<file path="src/rtl/sync_debounce.sv">
// sync_debounce: conditions a raw asynchronous level for use in the clk domain.
//   A flop-chain synchronizer feeds a four-state debounce FSM. A new level is
//   accepted only after DEBOUNCE_CYCLES consecutive synchronized samples agree.
//   The outputs are a registered clean level and one-cycle rise/fall pulses.
//
// Optional feature: define SYNC_DEBOUNCE_GLITCH_CNT_EN to add glitch_cnt.
//   glitch_cnt is a saturating 8-bit count of aborted (rejected) transitions.
//
// Ports:
//   clk        in   rising-edge clock
//   rst_n      in   asynchronous active-low reset
//   din        in   raw asynchronous input
//   level      out  debounced, registered level
//   rise       out  one-cycle pulse on level 0->1
//   fall       out  one-cycle pulse on level 1->0
//   glitch_cnt out  [7:0] rejected-transition count (only with the macro)
module sync_debounce #(
  parameter int unsigned SYNC_STAGES     = 2,
  parameter int unsigned DEBOUNCE_CYCLES = 4,
  localparam int unsigned CNT_W          = $clog2(DEBOUNCE_CYCLES) + 1
) (
  input  logic       clk,
  input  logic       rst_n,
  input  logic       din,
  output logic       level,
  output logic       rise,
  output logic       fall
`ifdef SYNC_DEBOUNCE_GLITCH_CNT_EN
  ,
  output logic [7:0] glitch_cnt
`endif
);

  typedef enum logic [1:0] {
    StStableLo,
    StWaitHi,
    StStableHi,
    StWaitLo
  } state_e;

  localparam logic [CNT_W-1:0] LP_CNT_LAST = CNT_W'(DEBOUNCE_CYCLES - 1);
  localparam logic [CNT_W-1:0] LP_CNT_ONE  = CNT_W'(1);

  logic [SYNC_STAGES-1:0] r_sync;
  logic                   w_sync_q;

  state_e                 r_state;
  state_e                 w_state_nxt;
  logic [CNT_W-1:0]       r_cnt;
  logic [CNT_W-1:0]       w_cnt_nxt;
  logic                   r_level;
  logic                   w_level_nxt;
  logic                   r_rise;
  logic                   w_rise_nxt;
  logic                   r_fall;
  logic                   w_fall_nxt;

  // Plain shift chain; nothing between stages so each flop can resolve metastability.
  always_ff @(posedge clk or negedge rst_n) begin
    if (!rst_n) begin
      r_sync <= '0;
    end else begin
      r_sync <= {r_sync[SYNC_STAGES-2:0], din};
    end
  end

  assign w_sync_q = r_sync[SYNC_STAGES-1];

  always_ff @(posedge clk or negedge rst_n) begin
    if (!rst_n) begin
      r_state <= StStableLo;
      r_cnt   <= '0;
      r_level <= 1'b0;
      r_rise  <= 1'b0;
      r_fall  <= 1'b0;
    end else begin
      r_state <= w_state_nxt;
      r_cnt   <= w_cnt_nxt;
      r_level <= w_level_nxt;
      r_rise  <= w_rise_nxt;
      r_fall  <= w_fall_nxt;
    end
  end

  always_comb begin
    w_state_nxt = r_state;
    w_cnt_nxt   = r_cnt;
    w_level_nxt = r_level;
    w_rise_nxt  = 1'b0;
    w_fall_nxt  = 1'b0;
    unique case (r_state)
      StStableLo: begin
        if (w_sync_q) begin
          w_state_nxt = StWaitHi;
          w_cnt_nxt   = LP_CNT_ONE;
        end
      end
      StWaitHi: begin
        if (!w_sync_q) begin
          w_state_nxt = StStableLo;
          w_cnt_nxt   = '0;
        end else if (r_cnt == LP_CNT_LAST) begin
          w_state_nxt = StStableHi;
          w_cnt_nxt   = '0;
          w_level_nxt = 1'b1;
          w_rise_nxt  = 1'b1;
        end else begin
          w_cnt_nxt = r_cnt + LP_CNT_ONE;
        end
      end
      StStableHi: begin
        if (!w_sync_q) begin
          w_state_nxt = StWaitLo;
          w_cnt_nxt   = LP_CNT_ONE;
        end
      end
      StWaitLo: begin
        if (w_sync_q) begin
          w_state_nxt = StStableHi;
          w_cnt_nxt   = '0;
        end else if (r_cnt == LP_CNT_LAST) begin
          w_state_nxt = StStableLo;
          w_cnt_nxt   = '0;
          w_level_nxt = 1'b0;
          w_fall_nxt  = 1'b1;
        end else begin
          w_cnt_nxt = r_cnt + LP_CNT_ONE;
        end
      end
      default: begin
        w_state_nxt = StStableLo;
        w_cnt_nxt   = '0;
      end
    endcase
  end

  assign level = r_level;
  assign rise  = r_rise;
  assign fall  = r_fall;

`ifdef SYNC_DEBOUNCE_GLITCH_CNT_EN
  logic       w_glitch;
  logic [7:0] r_glitch_cnt;

  // A glitch is a WAIT state aborted because the sample reverted to the stable level.
  assign w_glitch = ((r_state == StWaitHi) && !w_sync_q) ||
                    ((r_state == StWaitLo) &&  w_sync_q);

  always_ff @(posedge clk or negedge rst_n) begin
    if (!rst_n) begin
      r_glitch_cnt <= 8'd0;
    end else if (w_glitch && (r_glitch_cnt != 8'hFF)) begin
      r_glitch_cnt <= r_glitch_cnt + 8'd1;
    end
  end

  assign glitch_cnt = r_glitch_cnt;
`endif

endmodule

</file>
<file path="config.mk">
export PLATFORM = sky130hd
export DESIGN_NAME = sync_debounce
export DESIGN_NICKNAME = d
export VERILOG_FILES = /design/src/rtl/sync_debounce.sv
export SDC_FILE = /design/constraint.sdc
export NUM_CORES = 1
export LEC_CHECK = 0
export BUFFER_PORTS_ARGS = -buffer_cell sky130_fd_sc_hd__buf_2
export CORE_AREA = 2 2 39 41
export DETAILED_ROUTE_END_ITERATION = 10
export DIE_AREA = 0 0 41 43
export HOLD_SLACK_MARGIN = 0.02
export PLACE_DENSITY_LB_ADDON = 0.25
export SYNTH_ARGS = -nofsm -noshare
export SYNTH_HDL_FRONTEND = slang
export SYNTH_SLANG_ARGS = --single-unit
</file>
<file path="constraint.sdc">
create_clock -name clk -period 3.4 [get_ports clk]
set_clock_uncertainty 0.15 [all_clocks]
set_input_delay 1.02 -clock clk [delete_from_list [all_inputs] [get_ports clk]]
set_output_delay 1.02 -clock clk [all_outputs]
set_load 0.1 [all_outputs]
</file>
==> results.py, run 1 <==
metrics = {
    "run_status": {
        "status": "finished, final reports clean",
    },
    "layout": {
        "fin_nets": 48,
        "drive_above_1_share_pct": 21.4,
        "syn_to_final_growth_pct": 17.0,
        "post-route-util_pct": 33.6,
        "fill_cells": 138,
        "diodes": 0,
        "stdcell_count": 58,
        "stdcell_area_um2": 465,
    },
    "detailed_routing": {
        "first_iter_violations": 6,
        "drtAntennaViolNets": 0,
        "drt-total-wl_um": 611,
        "avgRoutedWirePerCell_um": 10.5,
        "drtPass1Iterations": 4,
        "drc_errors": 0,
        "viasPerCell": 4.50,
        "via_count": 261,
    },
    "setup_path": {
        "cp_cell_sequence": "buf_2",
        "startpoint_type": "register",
        "critical-path-max-stage-delay_ns": 0.43,
        "cp_data_arrival_time_ns": 1.03,
        "worstPathRequired_ns": 2.23,
        "crit_slowest_cell": "buf_2",
        "path_max_fanout": 3,
        "path_delay_family": "buffers and inverters",
        "worstSetupPathType": "register to output port",
        "crit_buf_inv": 1,
        "endpoint_kind": "output port",
    },
    "grt": {
        "grt_pass1_vias": 248,
        "antenna_found_initial": 0,
        "grt-ovfl-total": 0,
        "grt_pass1_wl_mm": 1.04,
        "grt_max_degree": 11,
        "grt_usage_pct": 9.58,
    },
    "die": {
        "io-pin-count": 6,
        "fp.dieW_um": 41,
        "placementRows": 14,
        "coreArea_um2": 1380,
        "initial_core_util_pct": 28.8,
        "die-area_um2": 1760,
        "die_h_um": 43,
    },
    "synth": {
        "netlist_instances": 34,
        "synth_area_per_cell_um2": 11.7,
        "synth_compound_area_share_pct": 8.81,
        "synthMuxAreaShare_pct": 0,
        "synth_top_family_by_area": "simple AND/OR/NAND/NOR gates",
        "synth-xor-area-share_pct": 4.40,
        "syn-cell-area_um2": 398,
        "yosys.area_share.simple_pct": 19.8,
        "synth_top_area_cell": "dfrtp_1",
        "yosys_warnings": 0,
        "synth_top_flop_cell": "dfrtp_1",
        "ys_seq_area_share_pct": 62.9,
        "synth_fp_nets": 38,
        "synth_edf_count": 0,
        "synth_top_area_share_pct": 62.9,
        "ys_seq_elements": 10,
        "yosys-top-cells-area": "dfrtp_1 63%, nand2_1 4.7%, ha_1 3.1%, nor3b_2 3.1%, nor2_1 2.8%",
        "synthDistinctLibCells": 18,
        "yosys.area_share.adder_pct": 3.14,
        "async_flop_share_pct": 100,
    },
    "placement": {
        "placed_cells": 55,
        "place_area_um2": 443,
        "dp_hpwl_um": 490,
        "io_buffers": 5,
        "gp_congestion": 0.722,
        "pre_cts_ws_ns": 1.46,
    },
    "cts": {
        "numCtsBuffers": 3,
        "root_buffer": "clkbuf_4",
        "cts_tree": "done",
        "clk_path_buf_depth": 2,
        "cts.repair.resized": 0,
        "htreeDepth": 1,
        "clkTransAtPathRegs_ns": 0.05,
        "clock_sinks": 10,
        "cts_hold_buf": 0,
        "clk_latency_ns": 0.26,
        "post_cts_buffers": 0,
    },
    "sta": {
        "setup_violations": 0,
        "slew_headroom_pct": 67.6,
        "setup_ws_ns": 1.20,
        "hold_violations": 0,
        "min_period_ns": 2.20,
        "fmaxAchievable_mhz": 454,
        "post-route-period-util_pct": 64.8,
        "rsz0062_at_grt": "false",
        "fin_tns_setup_ns": 0,
        "slew_violations": 0,
        "worst_pin_slew_ns": 0.489,
    },
    "run": {
        "drv_cap": 0,
    },
    "power_and_ir_drop": {
        "power_density_nw_per_um2": 728,
        "ir_drop_v": 0.000375,
        "p_leak_uw": 0.000225,
    },
    "min_path": {
        "hp-class": "register to register",
    },
}
placed cells by master (no fill, tap or decap), drive strengths merged:
cell type  Yosys  routed
a21oi          1       1
a22oi          1       1
and3b          1       1
buf            0       5
clkbuf         0       3
dfrtp         10      10
ha             1       1
inv            1       1
nand2          5       5
nand2b         1       1
nand3b         1       1
nand4          1       1
nor2           3       3
nor3b          2       2
o21a           1       1
o21ai          3       3
xnor2          1       1
xor2           1       1
final timing paths:
path / start / to / slack, ns / cells after the start
min in group asynchronous: rst_n / fall$_DFF_PN0_ / 0.45 / 1
hold / removal: r_sync[0]$_DFF_PN0_ / r_sync[1]$_DFF_PN0_ / 0.20 / 0
max in group asynchronous: rst_n / level$_DFFE_PN0P_ / 2.45 / 1
setup / recovery: level$_DFFE_PN0P_ / level / 1.20 / 1
hold reg to reg: r_sync[0]$_DFF_PN0_ / r_sync[1]$_DFF_PN0_ / 0.20 / 0
setup reg to reg: register / r_cnt[2]$_DFFE_PN0P_ / 2.05 / 3
where the power goes:
part           internal [uW]  switching, uW  total [uW]
clock network           40.6           36.8        77.4
logic                   36.8           56.3        93.1
registers                143           25.0         168
Yosys cell counts, types with 2 or more instances:
cell type / number
nor2_1: 3
nand2_1: 5
dfrtp_1: 10
o21ai_0: 2
stage by stage:
step	hold slack (ns)	power [uW]
2_1_floorplan	0.181	241
4_1_cts	0.208	345
6_report	0.205	339
5_1_grt	0.220	366
3_3_place_gp	0.193	259
3_5_place_dp	0.196	265
routing by layer:
layer	track usage [%]	part of all wire [%]
met4	4.00	0
met3	7.85	4.9
met1	10.5	46
met5	0	0
met2	13.1	49
cell families after synthesis:
| logic type | count (synthesis) |
|---|---|
| AO/OA/AOI/OAI | 6 |
| XOR/XNOR | 2 |
| adder cells (fa/ha/maj) | 1 |
| buffers and inverters | 1 |
| flip-flops | 10 |
| AND/OR/NAND/NOR | 14 |
final cells by class:
type                    instances  area [um^2]  share of cell area [%]
clock buffers                   3         22.5                    4.84
inverters                       1         3.75                   0.806
repair buffers                  5         25.0                    5.38
well taps                      16         20.0                    4.30
multi-input cells              23          144                    30.9
flip-flops and latches         10          250                    53.8
state kept, by name, indices dropped and copies added, names as in the netlist, named ones only:
register / cells
r_cnt: 3
fall: 1
rise: 1
level: 1
r_state: 1
r_sync: 2
Power figures use the tool's default switching activity.
==> run 2, diff against run 1 <==
- ABC_AREA: default -> 1
- clock period: 3.4 -> 2.28 ns (I/O delays scaled with it)
==> run 2 against run 1 <==
  * Worst setup slack worse by 0.77 ns
  * Die area unchanged
  * Register-to-register slack worse by 1.0 ns
  * Final area up 12%
  * Sequential power up 55%
  * Sequential share of layout area down 5.7 points
  * Largest power group unchanged
  * Sequential cell count unchanged
  * Via count up 29%
  * Total power up 80%
==> results.py, run 2 <==
metrics = {
    "run_status": {
        "status": "finished, final reports clean",
    },
    "power_and_ir_drop": {
        "pwr-share-clk_pct": 19.2,
        "pwr-share-seq_pct": 42.6,
        "power_frac_comb_pct": 38.2,
        "switchingPower_uw": 271,
        "p_leak_uw": 0.000291,
        "ir_drop_v": 0.000443,
        "power_density_nw_per_um2": 1170,
        "netSwitchingFraction_pct": 44.4,
        "p_int_uw": 339,
    },
    "synth": {
        "synth_area_per_cell_um2": 8.71,
        "synth_top_area_cell": "dfrtp_1",
        "synth_fp_nets": 56,
        "synth_top_flop_cell": "dfrtp_1",
        "yosys-top-cells-area": "dfrtp_1 55%, nand2_1 9.9%, inv_1 6.6%, nand2_2 4.1%, nor2_1 4.1%",
        "synthTopCellsByCount": "12 x nand2_1, 10 x dfrtp_1, 8 x inv_1, 5 x nor2_1",
        "yosys_warnings": 0,
        "synthDistinctLibCells": 14,
        "ys_seq_elements": 10,
        "synth_edf_count": 0,
        "netlist_instances": 52,
        "syn-cell-area_um2": 453,
        "synth.most_common_cell": "nand2_1",
        "ys_seq_area_share_pct": 55.2,
        "async_flop_share_pct": 100,
        "synth_top_area_share_pct": 55.2,
    },
    "detailed_routing": {
        "drtAntennaViolNets": 0,
        "via_count": 337,
        "drtPass1Iterations": 4,
        "avgRoutedWirePerCell_um": 10.6,
        "drt-total-wl_um": 806,
        "viasPerCell": 4.43,
        "drc_errors": 0,
        "first_iter_violations": 2,
    },
    "grt": {
        "grt_pass1_wl_mm": 1.49,
        "grt-ovfl-total": 0,
        "grt_usage_pct": 13.7,
        "grt_max_degree": 11,
        "grt_pass1_vias": 357,
        "antenna_found_initial": 0,
    },
    "setup_path": {
        "reg2regPathDepth": 6,
        "endpoint_kind": "output port",
        "path_max_fanout": 2,
        "cp_cell_sequence": "buf_2",
        "r2r_start": "r_cnt[0]$_DFFE_PN0P_",
        "worstSetupPathType": "register to output port",
        "crit_buf_inv": 1,
        "cp_data_arrival_time_ns": 1.02,
        "r2r_setup_slack_ns": 1.04,
        "path_delay_family": "buffers and inverters",
        "crit_slowest_cell": "buf_2",
        "critical-path-max-stage-delay_ns": 0.42,
        "startpoint_type": "register",
        "worstPathRequired_ns": 1.45,
    },
    "sta": {
        "fmaxAchievable_mhz": 539,
        "worst_pin_slew_ns": 0.488,
        "fin_tns_setup_ns": 0,
        "hold_violations": 0,
        "min_period_ns": 1.86,
        "fin_hold_ws_ns": 0.121,
        "slew_violations": 0,
        "post-route-period-util_pct": 81.4,
        "rsz0062_at_grt": "false",
        "setup_violations": 0,
        "setup_ws_ns": 0.424,
        "slew_headroom_pct": 67.7,
    },
    "placement": {
        "io_buffers": 5,
        "placed_cells": 73,
        "dp_hpwl_um": 573,
        "gp_congestion": 0.821,
        "pre_cts_ws_ns": 0.708,
    },
    "min_path": {
        "hp-class": "input port to asynchronous set/reset pin",
    },
    "cts": {
        "clock_sinks": 10,
        "clk_path_buf_depth": 2,
        "clkTransAtPathRegs_ns": 0.06,
        "root_buffer": "clkbuf_4",
        "cts.repair.resized": 0,
        "post_cts_buffers": 0,
        "cts_hold_buf": 0,
        "htreeDepth": 1,
        "numCtsBuffers": 3,
        "clk_latency_ns": 0.26,
        "cts_tree": "done",
    },
    "die": {
        "placementRows": 14,
        "die_h_um": 43,
        "coreArea_um2": 1380,
        "initial_core_util_pct": 32.7,
        "fp.dieW_um": 41,
        "io-pin-count": 6,
        "die-area_um2": 1760,
    },
    "layout": {
        "syn_to_final_growth_pct": 14.9,
        "reg.largest.list": "r_cnt: 3 flops, r_sync: 2 flops",
        "post-route-util_pct": 37.6,
        "final_cell_mix": "12 x nand2_1, 10 x dfrtp_1, 8 x inv_1",
        "top_register": "r_cnt",
        "largest_reg_flops": 3,
        "diodes": 0,
        "final_common_cell": "nand2_1",
        "fill_cells": 144,
        "stdcell_count": 76,
        "fin_nets": 66,
        "drive_above_1_share_pct": 28.3,
    },
    "run": {
        "drv_cap": 0,
    },
}
## run 2: cell types whose count changed after synthesis, moves of 2 or more
cell and change:
nand2_1 +7, nand3_1 +3, nor2_1 +2, inv_2 +3
inv_1 +7, nand2_2 +3
## run 2: how the worst max path moves through the flow
stage                           start    end  slack (ns)  depth (start not counted)
global placement    level$_DFFE_PN0P_  level        0.71                          1
floorplan           level$_DFFE_PN0P_  level        0.55                          0
detailed placement  level$_DFFE_PN0P_  level        0.71                          1
finish              level$_DFFE_PN0P_  level        0.42                          1
global route        level$_DFFE_PN0P_  level        0.37                          1
CTS                 level$_DFFE_PN0P_  level        0.42                          1
## run 2: logic make-up after synthesis
family / share of synthesized area, %
and+or+nand+nor: 30.7
buffers and inverters: 9.12
DFF: 55.2
AOI/OAI and AO/OA: 2.21
adders and majority gates: 2.76
## run 2: cell type report
class,count,area (um^2),share of cell area (%)
Clock buffer,3,22.5,4.33
Sequential cell,10,250,48.1
Inverter,11,41.3,7.93
Multi-Input combinational cell,31,161,31.0
Timing Repair Buffer,5,25.0,4.81
Tap cell,16,20.0,3.85
## run 2: through the flow
step / area (um^2) / total power (uW)
floorplan: 453 / 450
detailed placement: 498 / 496
global route: 520 / 661
global placement: 498 / 490
finish: 520 / 610
CTS: 520 / 619
## run 2: per-layer routing
metal,share of wire [%],up-vias,GRT usage [%],wire [um]
met5,0,-,0,0
met2,52,5,18.8,423
met1,41,151,16.2,332
met3,2.0,5,4.71,16
li1,-,176,-,-
met4,4.2,0,12.0,34
## run 2: power groups by stage
stage / registers (uW) / clock network [uW] / logic (uW)
2_1_floorplan: 332 / 0 / 118
3_3_place_gp: 261 / 0 / 229
3_5_place_dp: 262 / 0 / 234
4_1_cts: 260 / 121 / 237
5_1_grt: 267 / 134 / 260
6_report: 260 / 117 / 233
